`config.mk`:
```
export PLATFORM = sky130hd
export DESIGN_NAME = checker_memory_arbiter
export DESIGN_NICKNAME = d
export VERILOG_FILES = /design/src/rtl/checker_memory_arbiter.sv
export SDC_FILE = /design/constraint.sdc
export NUM_CORES = 1
export LEC_CHECK = 0
export ABC_AREA = 1
export BUFFER_PORTS_ARGS = -buffer_cell sky130_fd_sc_hd__buf_2
export CAP_MARGIN = 30
export CORE_MARGIN = 1.5
export CORE_UTILIZATION = 31
export DETAILED_ROUTE_END_ITERATION = 10
export GPL_TIMING_DRIVEN = 0
export MAX_ROUTING_LAYER = met4
export PLACE_DENSITY = 0.55
export SYNTH_ARGS = -nofsm -noshare
export SYNTH_HDL_FRONTEND = slang
export SYNTH_SLANG_ARGS = --single-unit
export TNS_END_PERCENT = 100
```
`constraint.sdc`:
```
create_clock -name sys_clk -period 1.55 [get_ports sys_clk]
set_input_delay 0.155 -clock sys_clk [delete_from_list [all_inputs] [get_ports sys_clk]]
set_output_delay 0.155 -clock sys_clk [all_outputs]
set_load 0.01 [all_outputs]
```
`src/rtl/checker_memory_arbiter.sv`:
```
// Arbitrates the checker memory port between Wishbone and MPU fetch.
// Define CHECKER_ARB_FIXED_PRIO_EN for fixed MPU priority (default: round-robin).
module checker_memory_arbiter (
  input  logic        sys_clk,
  input  logic        sys_rst_n,
  input  logic [31:0] wb_adr_i,
  input  logic [31:0] wb_dat_i,
  output logic [31:0] wb_dat_o,
  input  logic [3:0]  wb_sel_i,
  input  logic        wb_stb_i,
  input  logic        wb_cyc_i,
  input  logic        wb_we_i,
  output logic        wb_ack_o,
  input  logic        mpu_req,
  input  logic [15:0] mpu_addr,
  output logic        mpu_ack,
  output logic [47:0] mpu_do,
  output logic [15:0] mem_addr,
  output logic        mem_we,
  output logic [3:0]  mem_sel,
  output logic [31:0] mem_wdat,
  input  logic [31:0] mem_rdat
);

  localparam logic [2:0] S_IDLE   = 3'd0;
  localparam logic [2:0] S_WB_ISS = 3'd1;
  localparam logic [2:0] S_WB_ACK = 3'd2;
  localparam logic [2:0] S_RD0    = 3'd3;
  localparam logic [2:0] S_RD1    = 3'd4;
  localparam logic [2:0] S_RD2    = 3'd5;

  logic [2:0]  state_q, state_d;
  logic        wb_ack_q, wb_ack_d;
  logic        mpu_ack_q, mpu_ack_d;
  logic [31:0] wb_dat_q, wb_dat_d;
  logic [47:0] mpu_do_q, mpu_do_d;
  logic [15:0] mem_addr_q, mem_addr_d;
  logic        mem_we_q, mem_we_d;
  logic [3:0]  mem_sel_q, mem_sel_d;
  logic [31:0] mem_wdat_q, mem_wdat_d;

  logic wb_act;
  logic mpu_act;
  logic grant_mpu;
  logic grant_wb;
  logic unused_adr;

  assign unused_adr = ^wb_adr_i[31:16];

  // The ack gating keeps a finished request from being re-granted
  assign wb_act  = wb_cyc_i & wb_stb_i & ~wb_ack_q;
  assign mpu_act = mpu_req & ~mpu_ack_q;

`ifdef CHECKER_ARB_FIXED_PRIO_EN
  assign grant_mpu = mpu_act;
  assign grant_wb  = wb_act & ~mpu_act;
`else
  // last_grant_q: 1 = MPU was granted last, 0 = Wishbone
  logic last_grant_q, last_grant_d;

  assign grant_mpu = mpu_act & (~wb_act | ~last_grant_q);
  assign grant_wb  = wb_act & ~grant_mpu;

  always_comb begin
    last_grant_d = last_grant_q;
    if (state_q == S_IDLE) begin
      if (grant_mpu) begin
        last_grant_d = 1'b1;
      end else if (grant_wb) begin
        last_grant_d = 1'b0;
      end
    end
  end

  always_ff @(posedge sys_clk or negedge sys_rst_n) begin
    if (!sys_rst_n) begin
      last_grant_q <= 1'b0;
    end else begin
      last_grant_q <= last_grant_d;
    end
  end
`endif

  always_comb begin
    state_d    = state_q;
    wb_ack_d   = 1'b0;
    mpu_ack_d  = 1'b0;
    wb_dat_d   = wb_dat_q;
    mpu_do_d   = mpu_do_q;
    mem_addr_d = mem_addr_q;
    mem_we_d   = mem_we_q;
    mem_sel_d  = mem_sel_q;
    mem_wdat_d = mem_wdat_q;
    unique case (state_q)
      S_IDLE: begin
        if (grant_mpu) begin
          state_d    = S_RD0;
          mem_addr_d = mpu_addr;
          mem_we_d   = 1'b0;
        end else if (grant_wb) begin
          state_d    = S_WB_ISS;
          mem_addr_d = wb_adr_i[15:0];
          mem_we_d   = wb_we_i;
          mem_sel_d  = wb_sel_i;
          mem_wdat_d = wb_dat_i;
        end
      end
      S_WB_ISS: begin
        mem_we_d = 1'b0;
        state_d  = S_WB_ACK;
      end
      S_WB_ACK: begin
        wb_dat_d = mem_rdat;
        wb_ack_d = 1'b1;
        state_d  = S_IDLE;
      end
      S_RD0: begin
        mem_addr_d = mpu_addr + 16'd4;
        state_d    = S_RD1;
      end
      S_RD1: begin
        mpu_do_d[31:0] = mem_rdat;
        state_d        = S_RD2;
      end
      S_RD2: begin
        mpu_do_d[47:32] = mem_rdat[15:0];
        mpu_ack_d       = 1'b1;
        state_d         = S_IDLE;
      end
      default: begin
        state_d  = S_IDLE;
        mem_we_d = 1'b0;
      end
    endcase
  end

  always_ff @(posedge sys_clk or negedge sys_rst_n) begin
    if (!sys_rst_n) begin
      state_q    <= S_IDLE;
      wb_ack_q   <= 1'b0;
      mpu_ack_q  <= 1'b0;
      wb_dat_q   <= 32'h0;
      mpu_do_q   <= 48'h0;
      mem_addr_q <= 16'h0;
      mem_we_q   <= 1'b0;
      mem_sel_q  <= 4'h0;
      mem_wdat_q <= 32'h0;
    end else begin
      state_q    <= state_d;
      wb_ack_q   <= wb_ack_d;
      mpu_ack_q  <= mpu_ack_d;
      wb_dat_q   <= wb_dat_d;
      mpu_do_q   <= mpu_do_d;
      mem_addr_q <= mem_addr_d;
      mem_we_q   <= mem_we_d;
      mem_sel_q  <= mem_sel_d;
      mem_wdat_q <= mem_wdat_d;
    end
  end

  assign wb_ack_o = wb_ack_q;
  assign wb_dat_o = wb_dat_q;
  assign mpu_ack  = mpu_ack_q;
  assign mpu_do   = mpu_do_q;
  assign mem_addr = mem_addr_q;
  assign mem_we   = mem_we_q;
  assign mem_sel  = mem_sel_q;
  assign mem_wdat = mem_wdat_q;

endmodule
```
### After elaboration in Yosys (flattened, before gate mapping)

Cells that the tools add are included.

| storage, ports and cells | value |
|---|---|
| output and inout bits | 135 |
| input port bits | 122 |
| register bits | 139 |

| cells by class | value |
|---|---|
| bitwise operators | 12 |
| muxes and demuxes | 13 |
| eq/ne operators | 6 |
| $add $sub $neg | 1 |
| reductions and logical operators | 8 |

Operators by type and width:

| operator | number |
|---|---|
| $mux W16 | 2 |
| $pmux W16 S2 | 1 |
| $add A16 B3 Y16 const B | 1 |
| $pmux W3 S4 | 1 |
| $eq A3 B2 Y1 const B | 2 |
| $eq A3 B3 Y1 const B | 2 |
| $mux W1 | 6 |
| $mux W3 | 2 |
| $not A1 Y1 | 6 |
| $reduce_and A2 Y1 | 3 |
| $and A1 B1 Y1 | 5 |
| $reduce_bool A2 Y1 | 2 |
| $reduce_or A4 Y1 | 1 |
| $eq A3 B1 Y1 const B | 1 |
| $logic_not A3 Y1 | 1 |
| $ne A3 B3 Y1 const B | 1 |
| $reduce_and A3 Y1 | 1 |
| $pmux W1 S2 | 1 |
| $or A1 B1 Y1 | 1 |

### Logic depth before layout (Yosys ltp)

Gate-level depths: netlist (run 1).

| logic depth | value |
|---|---|
| depth after elaboration | 10 |
| gate-level depth with buffers | 9 |
| gate-level depth less buffers | 9 |

### Worst setup path before layout (run 1)

OpenSTA, ideal clock, no wires.

| timing path | value |
|---|---|
| path type | flip-flop to flip-flop |
| from | reg wb_ack_q (netlist: wb_ack_o) |
| to | reg mem_addr_q[6] (netlist: mem_addr[6]) |
| path slack | 183 ps |
| library setup time | 120 ps |
| data required time | 1430 ps |
| buffers on the path | 1 |
| arrival time | 1247 ps |
| stages on the path, launching flop included | 9 |
| cell sequence | dfrtp_1 -> inv_1 -> nand3_1 -> inv_1 -> o21ai_4 -> nand2_8 -> buf_6 -> nor2_1 -> a21oi_2 |

| on the way | value |
|---|---|
| longest elaborated chain between the ends | 9 |

RTL lines:

| item | line | text |
|---|---|---|
| from (decl) | 33 | `logic wb_ack_q, wb_ack_d;` |
| from (signal assigned) | 150 | `wb_ack_q <= wb_ack_d;` |
| $not A1 Y1 (*) | 51 | `assign wb_act = wb_cyc_i & wb_stb_i & ~wb_ack_q;` |
| $and A1 B1 Y1 (*) | 51 |  |
| $not A1 Y1 | 61 | `assign grant_mpu = mpu_act & (~wb_act \| ~last_grant_q);` |
| $or A1 B1 Y1 | 61 |  |
| $and A1 B1 Y1 | 61 |  |
| $not A1 Y1 (no line) | -- |  |
| $and A1 B1 Y1 | 62 | `assign grant_wb = wb_act & ~grant_mpu;` |
| $ne A3 B3 Y1 (no line) | -- |  |
| $reduce_and A2 Y1 (no line) | -- |  |
| to (signal assigned) | 154 | `mem_addr_q <= mem_addr_d;` |
| to (decl) | 37 | `logic [15:0] mem_addr_q, mem_addr_d;` |

Every way passes the cells marked *; elsewhere a longest branch is shown, timed or not.
A chain may end at the register's enable or synchronous reset.

### Worst setup path in the final report (run 1)

| timing path | value |
|---|---|
| from | reg wb_ack_q (netlist: wb_ack_o) |
| to | reg state_q[1] |

| on the way | value |
|---|---|
| longest elaborated chain between the ends | 8 |

RTL lines:

| item | line | text |
|---|---|---|
| $not A1 Y1 (*) | 51 |  |
| $and A1 B1 Y1 (*) | 51 |  |
| $not A1 Y1 | 61 |  |
| $or A1 B1 Y1 | 61 |  |
| $and A1 B1 Y1 | 61 |  |
| $not A1 Y1 (no line) | -- |  |
| $and A1 B1 Y1 | 62 |  |
| $ne A3 B3 Y1 (no line) | -- |  |
| to (signal assigned) | 149 | `state_q <= state_d;` |
| to (decl) | 32 | `logic [2:0] state_q, state_d;` |

Marks and branches as above.

==> results of run 1 <==
[worst reg2reg max path: stages, from the launching register on]
cell        delay (ns)
dfrtp_1           0.38
inv_2             0.09
nand4_4           0.09
nand2_4           0.10
buf_8             0.15
clkinvlp_4        0.17
buf_4             0.17
nand2_1           0.08
o31ai_1           0.08
[power by group through the flow]
stage                     clock network [W]  logic [W]  registers, W
after global placement                    0    0.00677       0.00643
after floorplan                           0    0.00298       0.00726
after global routing                0.00441    0.00784       0.00664
after detailed placement                  0    0.00689       0.00642
after CTS                           0.00427    0.00701       0.00642
final                               0.00415    0.00698       0.00641
[synthesized netlist by cell type (all sizes together)]
cell type | count | area share (%)
nand2 | 202 | 13
dfrtp | 139 | 58
o21ai | 131 | 11
inv | 104 | 6.5
nor2 | 35 | 2.9
nand3 | 34 | 3.2
buf | 26 | 2.8
a21oi | 7 | 0.64
nand4 | 4 | 0.52
clkbuf | 3 | 0.19
o211ai | 3 | 0.37
a21boi | 1 | 0.12
a31oi | 1 | 0.10
ha | 1 | 0.21
nand3b | 1 | 0.12
nor3b | 1 | 0.21
o31ai | 1 | 0.12
xnor2 | 1 | 0.15
[path summary, 6_finish.rpt]
kind                               from      endpoint  slack (ns)  cells past startpoint
setup / recovery               wb_ack_o    state_q[1]        0.11                      8
hold / removal             mem_rdat[14]    mpu_do[46]        0.02                      3
setup reg to reg               wb_ack_o    state_q[1]        0.11                      8
hold reg to reg            mem_addr[10]  mem_addr[10]        0.47                      2
max in group asynchronous     sys_rst_n    state_q[1]        0.50                      3
min in group asynchronous     sys_rst_n   mem_addr[6]        0.27                      2
[state kept, by name, indices dropped and copies added, names as in the netlist]
name / flops
mem_sel: 4
mpu_do: 48
mem_we: 1
mem_addr: 16
mpu_ack: 1
mem_wdat: 32
wb_ack_o: 1
last_grant_q: 1
state_q: 3
wb_dat_o: 32
[logic make-up (layout without fill, tap and decap cells)]
logic type | count (synthesis) | count (layout)
buf+inv | 133 | 467
xor+xnor | 1 | 1
compound gates | 144 | 144
fa+ha+maj | 1 | 1
flops | 139 | 139
simple gates | 277 | 277
[layer usage]
| layer | routed length, microns | global-route usage [%] | part of all wire, % |
|---|---|---|---|
| met5 | 0 | - | 0 |
| met4 | 325 | 6.08 | 1.8 |
| met3 | 1120 | 5.08 | 6.3 |
| met2 | 8480 | 28.9 | 48 |
| met1 | 7880 | 23.2 | 44 |
[stage by stage]
| step | instances | hold slack [ns] | utilization [%] | area (sq um) |
|---|---|---|---|---|
| after floorplan | 695 | -0.141 | - | 6030 |
| after global placement | 1195 | 0.394 | 40.0 | 7550 |
| after detailed placement | 1196 | 0.172 | 40.2 | 7590 |
| after CTS | 1285 | 0.0000878 | 46.4 | 8770 |
| after global routing | 1289 | 0.0118 | 46.8 | 8840 |
| final | 1289 | 0.0175 | 46.8 | 8840 |
[cell type report]
type | count | area [sq um] | area share [%]
Timing Repair Buffer | 302 | 1830 | 20.7
Tap cell | 260 | 325 | 3.68
Inverter | 104 | 397 | 4.49
Clock buffer | 20 | 437 | 4.94
Sequential cell | 139 | 3480 | 39.4
Buffer | 29 | 198 | 2.24
Clock inverter | 12 | 164 | 1.85
Multi-Input combinational cell | 423 | 2000 | 22.7
[timing repair]
action,in CTS,in global routing
buffers inserted,1,4
pin swaps,0,3
endpoints found under the hold margin,121,0
endpoints found under the setup margin,45,75
resized for setup,2,23
hold buffers,56,0
==> flow_summary_export.csv, run 1 <==
group,metric,value,unit
global_route,track_usage,18.5,%
drt,firstDrtPassIters,5,
power,p_sw,0.00669,W
floorplanning,core,18900,sq um
clocking,cts-root-buf,"clkbuf_16",
global_route,grt_pass1_wl,28300,microns
global_route,antenna_found_initial,0,
floorplanning,start_util,31.9,%
power,power.density,1990,nW/um^2
placed_design,port_buffers,240,
power,report.power.total,0.0175,W
clocking,clock_sinks,139,
flow_run,maxCapViolations,0,
yosys,synth_compound_area_share,12.5,%
finish,final_cell_mix,"254 x buf_2, 199 x nand2_1, 136 x dfrtp_1",
power,swShare,38.1,%
critical_path,cp-end-kind,"register",
placed_design,dp_hpwl,12700,microns
clocking,cts_tree,"built",
power,intPower,0.0109,W
floorplanning,rows,50,
placed_design,routabilityCongestion,0.895,
status,status,"finished clean",
drt,viasPerCell,4.34,
finish,final_common_cell,"buf_2",
power,peakVddDrop,1.08,mV
yosys,synth_cell_types,33,
drt,drc_errors,0,
sta,finalSetupViolations,0,
yosys,synth_xor_area_share,0.145,%
floorplanning,die_area,20300,sq um
power,p_leak,4.82,nW
global_route,grt_start_max_net_pins,82,
critical_path,worstPathRequired,1.84,ns
sta,max_slew_margin,60.6,%
critical_path,arrival,1.73,ns
critical_path,cp_cell_sequence,"inv_2, nand4_4, nand2_4, buf_8, clkinvlp_4, buf_4, nand2_1, o31ai_1",
yosys,yosys_warnings,0,
drt,wl_per_cell,13.8,microns
sta,setup_slack,0.114,ns
floorplanning,die_height,142,microns
sta,fin_crit_sh,92.6,%
drt,routed_wl,17800,microns
drt,ant_nets,0,
drt,num_vias,5590,
yosys,synthAdderAreaFrac,0.208,%
yosys,synthMuxAreaShare,0,%
finish,diodes,0,
power,pwr-share-seq,36.6,%
global_route,grt_pass1_vias,5494,
finish,final_nets,1139,
yosys,syn_area,6030,sq um
drt,drtIter0Drc,249,
critical_path,critPathMaxStageDelay,0.38,ns
finish,fillers,1918,
sta,fin_crit,1.44,ns
clocking,htreeDepth,4,
critical_path,critPathMaxFanout,10,
sta,worstMarginPinSlew,0.591,ns
finish,drive_gt1_share,32.4,%
global_route,grt-ovfl-total,0,
sta,setup_tns,0,ns
floorplanning,die_w,142,microns
critical_path,startpoint_type,"register",
yosys,ys_ff_latch,139,
yosys,synth_cells,695,
clocking,cts_buffers,17,
yosys,synth_top_family_by_area,"simple AND/OR/NAND/NOR gates",
critical_path,cp_num_buf_inv,4,
power,pwr-share-comb,39.8,%
critical_path,crit_slowest_cell,"dfrtp_1",
yosys,synthesis.nets,818,
sta,skew,0.0110,ns
sta,max_freq,697,MHz
critical_path,path_class,"reg2reg",
sta,slew_viol_final,0,
clocking,clk_pin_slew,0.06,ns
finish,syn2layout_area_growth,46.6,%
power,clkPwrFrac,23.7,%
placed_design,preCtsSetupSlack,-0.114,ns
yosys,seq_area_frac_synth,57.7,%
min_path,min-delay-path-class,"in2reg",
yosys,synthSimpleGateAreaFrac,20.0,%
yosys,avgSynthCellArea,8.67,sq um
clocking,clk_latency,0.42,ns
sta,hold_viol,0,
critical_path,path_delay_family,"buffers and inverters",
floorplanning,ios,257,
clocking,clockBufferDepth,2,
Note: power is estimated with default switching activity, not from simulation.
==> run 2: changes to the inputs <==
--- a/config.mk
+++ b/config.mk
@@ -7,3 +7,2 @@
 export LEC_CHECK = 0
-export ABC_AREA = 1
 export BUFFER_PORTS_ARGS = -buffer_cell sky130_fd_sc_hd__buf_2
@@ -15,3 +14,3 @@
 export MAX_ROUTING_LAYER = met4
-export PLACE_DENSITY = 0.55
+export PLACE_DENSITY = 0.56
 export SYNTH_ARGS = -nofsm -noshare
--- a/constraint.sdc
+++ b/constraint.sdc
@@ -3,2 +3,2 @@
 set_output_delay 0.155 -clock sys_clk [all_outputs]
-set_load 0.01 [all_outputs]
+set_load 0.02 [all_outputs]
==> run 2 against run 1 <==
Effect of this change: the flow now finishes with violations (design-rule violations, negative setup slack); area after synthesis down 4.5%; global-route usage up 0.15 points; clock power about the same; largest cell class unchanged; highest routed layer unchanged.
==> flow_summary_export.csv, run 2 <==
group,metric,value,unit
global_route,grt_pass1_wl,28000,microns
drt,drc_errors,16,
yosys,synth_cells,438,
placed_design,dp_hpwl,11500,microns
drt,ant_nets,0,
finish,syn2layout_area_growth,64.9,%
sta,max_freq,605,MHz
drt,num_vias,4972,
critical_path,cp_num_buf_inv,4,
yosys,seq_area_frac_synth,60.4,%
sta,rsz0062_at_grt,"yes",
yosys,synth_top_cell_area_share,60.4,%
finish,final_common_cell,"buf_2",
yosys,synthArstFlopShare,100,%
floorplanning,die_height,139,microns
critical_path,startpoint_type,"register",
yosys,synth_edf_count,0,
placed_design,routabilityCongestion,0.828,
global_route,use_met1,21.6,%
yosys,synthesis.nets,561,
yosys,yosys_warnings,0,
finish,largest_reg_flops,48,
global_route,antenna_found_initial,0,
power,p_leak,4.68,nW
sta,fin_crit,1.65,ns
yosys,ys_ff_latch,139,
sta,max_slew_margin,68.4,%
clocking,clk_pin_slew,0.06,ns
power,power.density,2180,nW/um^2
finish,final_nets,925,
sta,setup_slack,-0.102,ns
clocking,clockBufferDepth,2,
placed_design,dpl-instance-area,7300,sq um
global_route,grt_busiest_layer,"met2",
finish,finish.utilization,52.5,%
clocking,htreeDepth,4,
clocking,clk_latency,0.41,ns
floorplanning,start_util,31.8,%
yosys,ys.flop_type,"dfrtp_1",
critical_path,path_common_cell,"buf_6",
global_route,grt_start_max_net_pins,90,
yosys,yosysTopAreaCell,"dfrtp_1",
yosys,syn_area,5760,sq um
global_route,grt_use_met2,31.0,%
drt,routed_wl,17800,microns
drt,wl_per_cell,17.1,microns
critical_path,crit_slowest_cell,"dfrtp_1",
floorplanning,ios,257,
finish,final_cell_mix,"243 x buf_2, 137 x dfrtp_1, 73 x dlygate4sd3_1",
floorplanning,rows,49,
sta,finalSetupViolations,103,
sta,worstMarginPinSlew,0.475,ns
drt,drtIter0Drc,159,
floorplanning,die_w,139,microns
yosys,synth_top_cells_by_count,"139 x dfrtp_1, 93 x mux2_2, 55 x nand2_1",
global_route,grt_pass1_vias,5446,
sta,fin_crit_sh,107,%
critical_path,cp_cell_sequence,"buf_6, nor3_4, buf_6, o311ai_4, buf_6, buf_12, mux2_4",
critical_path,cp-end-kind,"register",
clocking,cts-root-buf,"clkbuf_16",
sta,hold_viol,0,
critical_path,critPathMaxFanout,10,
min_path,min-delay-path-class,"in2reg",
power,peakVddDrop,1.17,mV
sta,skew,0.00799,ns
yosys,avgSynthCellArea,13.1,sq um
clocking,clock_sinks,139,
global_route,track_usage,18.7,%
global_route,met3_usage,5.82,%
finish,drive_gt1_share,54.8,%
drt,viasPerCell,4.76,
sta,slew_viol_final,0,
floorplanning,core,18100,sq um
drt,firstDrtPassIters,8,
critical_path,path_class,"reg2reg",
clocking,cts_tree,"built",
clocking,cts_buffers,17,
critical_path,arrival,1.95,ns
finish,final_cell_area,9500,sq um
critical_path,worstPathRequired,1.84,ns
status,violations,"design-rule violations, negative setup slack",
status,status,"finished, violations left",
critical_path,path_delay_family,"buffers and inverters",
placed_design,port_buffers,240,
global_route,grt-ovfl-total,0,
yosys,synth_area_leaders,"dfrtp_1 60%, mux2_2 18%, nand2_1 3.6%",
finish,diodes,0,
critical_path,critPathMaxStageDelay,0.37,ns
yosys,synth_cell_types,46,
floorplanning,die_area,19400,sq um
flow_run,maxCapViolations,0,
yosys,synth.most_common_cell,"dfrtp_1",
==> run 2: cell types whose count changed after synthesis, sizes merged, moves of 8 or more <==
cell	change
inv	-99
nand2	-147
a211oi	+11
o22ai	+11
nor3	+8
mux2	+100
buf	-8
nand3	-27
and3	+10
nor2	-27
o21ai	-115
==> run 2: path summary, 6_finish.rpt <==
path / from / end / slack, ns / cells after the start
max: state_q[2] / mem_wdat[27] / -0.10 / 7
min: wb_adr_i[15] / mem_addr[15] / 0.03 / 3
max reg2reg: state_q[2] / mem_wdat[27] / -0.10 / 7
min reg2reg: mpu_do[39] / mpu_do[39] / 0.47 / 2
max in group asynchronous: sys_rst_n / last_grant_q / 0.46 / 3
min in group asynchronous: sys_rst_n / mpu_do[10] / 0.24 / 2
==> run 2: logic make-up after synthesis <==
logic type	synth area share, %
buffers and inverters	2.74
adders and majority gates	0.217
AOI/OAI and AO/OA	6.10
muxes	20.2
and+or+nand+nor	8.84
xor gates and xnor gates	1.52
DFF	60.4
==> run 2: worst register-to-register path, stage by stage, from the launching register on <==
cell and delay [ns]:
dfrtp_1 0.37, buf_6 0.13, nor3_4 0.21, buf_6 0.13
o311ai_4 0.10, buf_6 0.16, buf_12 0.14, mux2_4 0.30
==> run 2: area by class of cell <==
class | count | area, sq um
clock buffers | 17 | 425
well taps | 229 | 287
multi-input cells | 269 | 2450
clock inverters | 15 | 175
inverters | 6 | 25.0
repair buffers | 345 | 2360
plain buffers | 24 | 293
fillers | 1561 | 8590
flip-flops and latches | 139 | 3480
==> run 2: repair_timing <==
item                                    in CTS  in global routing
gates cloned                                 0                  6
setup buffers                               17                  8
endpoints found under the hold margin      167                  0
hold buffers                                73                  0
endpoints found under the setup margin     124                123
pin swaps                                    4                  5
gates resized for setup                     99                 45
==> run 2: stage by stage <==
step / setup TNS [ns] / total power [W] / hold WS (ns) / instances / setup slack [ns]
final: -4.34 / 0.0207 / 0.0321 / 1044 / -0.102
after global routing: -12.21 / 0.0219 / 0.0154 / 1044 / -0.174
after CTS: -4.39 / 0.0201 / 0.00864 / 1030 / -0.107
after detailed placement: -30.22 / 0.0146 / 0.123 / 908 / -0.447
after global placement: -246.08 / 0.0143 / 0.374 / 907 / -1.58
after floorplan: -0.345 / 0.0116 / -0.141 / 438 / -0.0492
==> run 2: power by group <==
part	switching (W)	leakage, nW	internal, W
clock network	0.00172	0.286	0.00243
logic	0.00526	2.73	0.00485
registers	0.000982	1.66	0.00548
total	0.00797	4.68	0.0128
==> run 2: layer usage <==
metal	vias to the layer above	part of all wire [%]
li1	2287	-
met1	2485	42
met2	180	50
met3	20	6.4
met4	0	1.3
met5	-	0
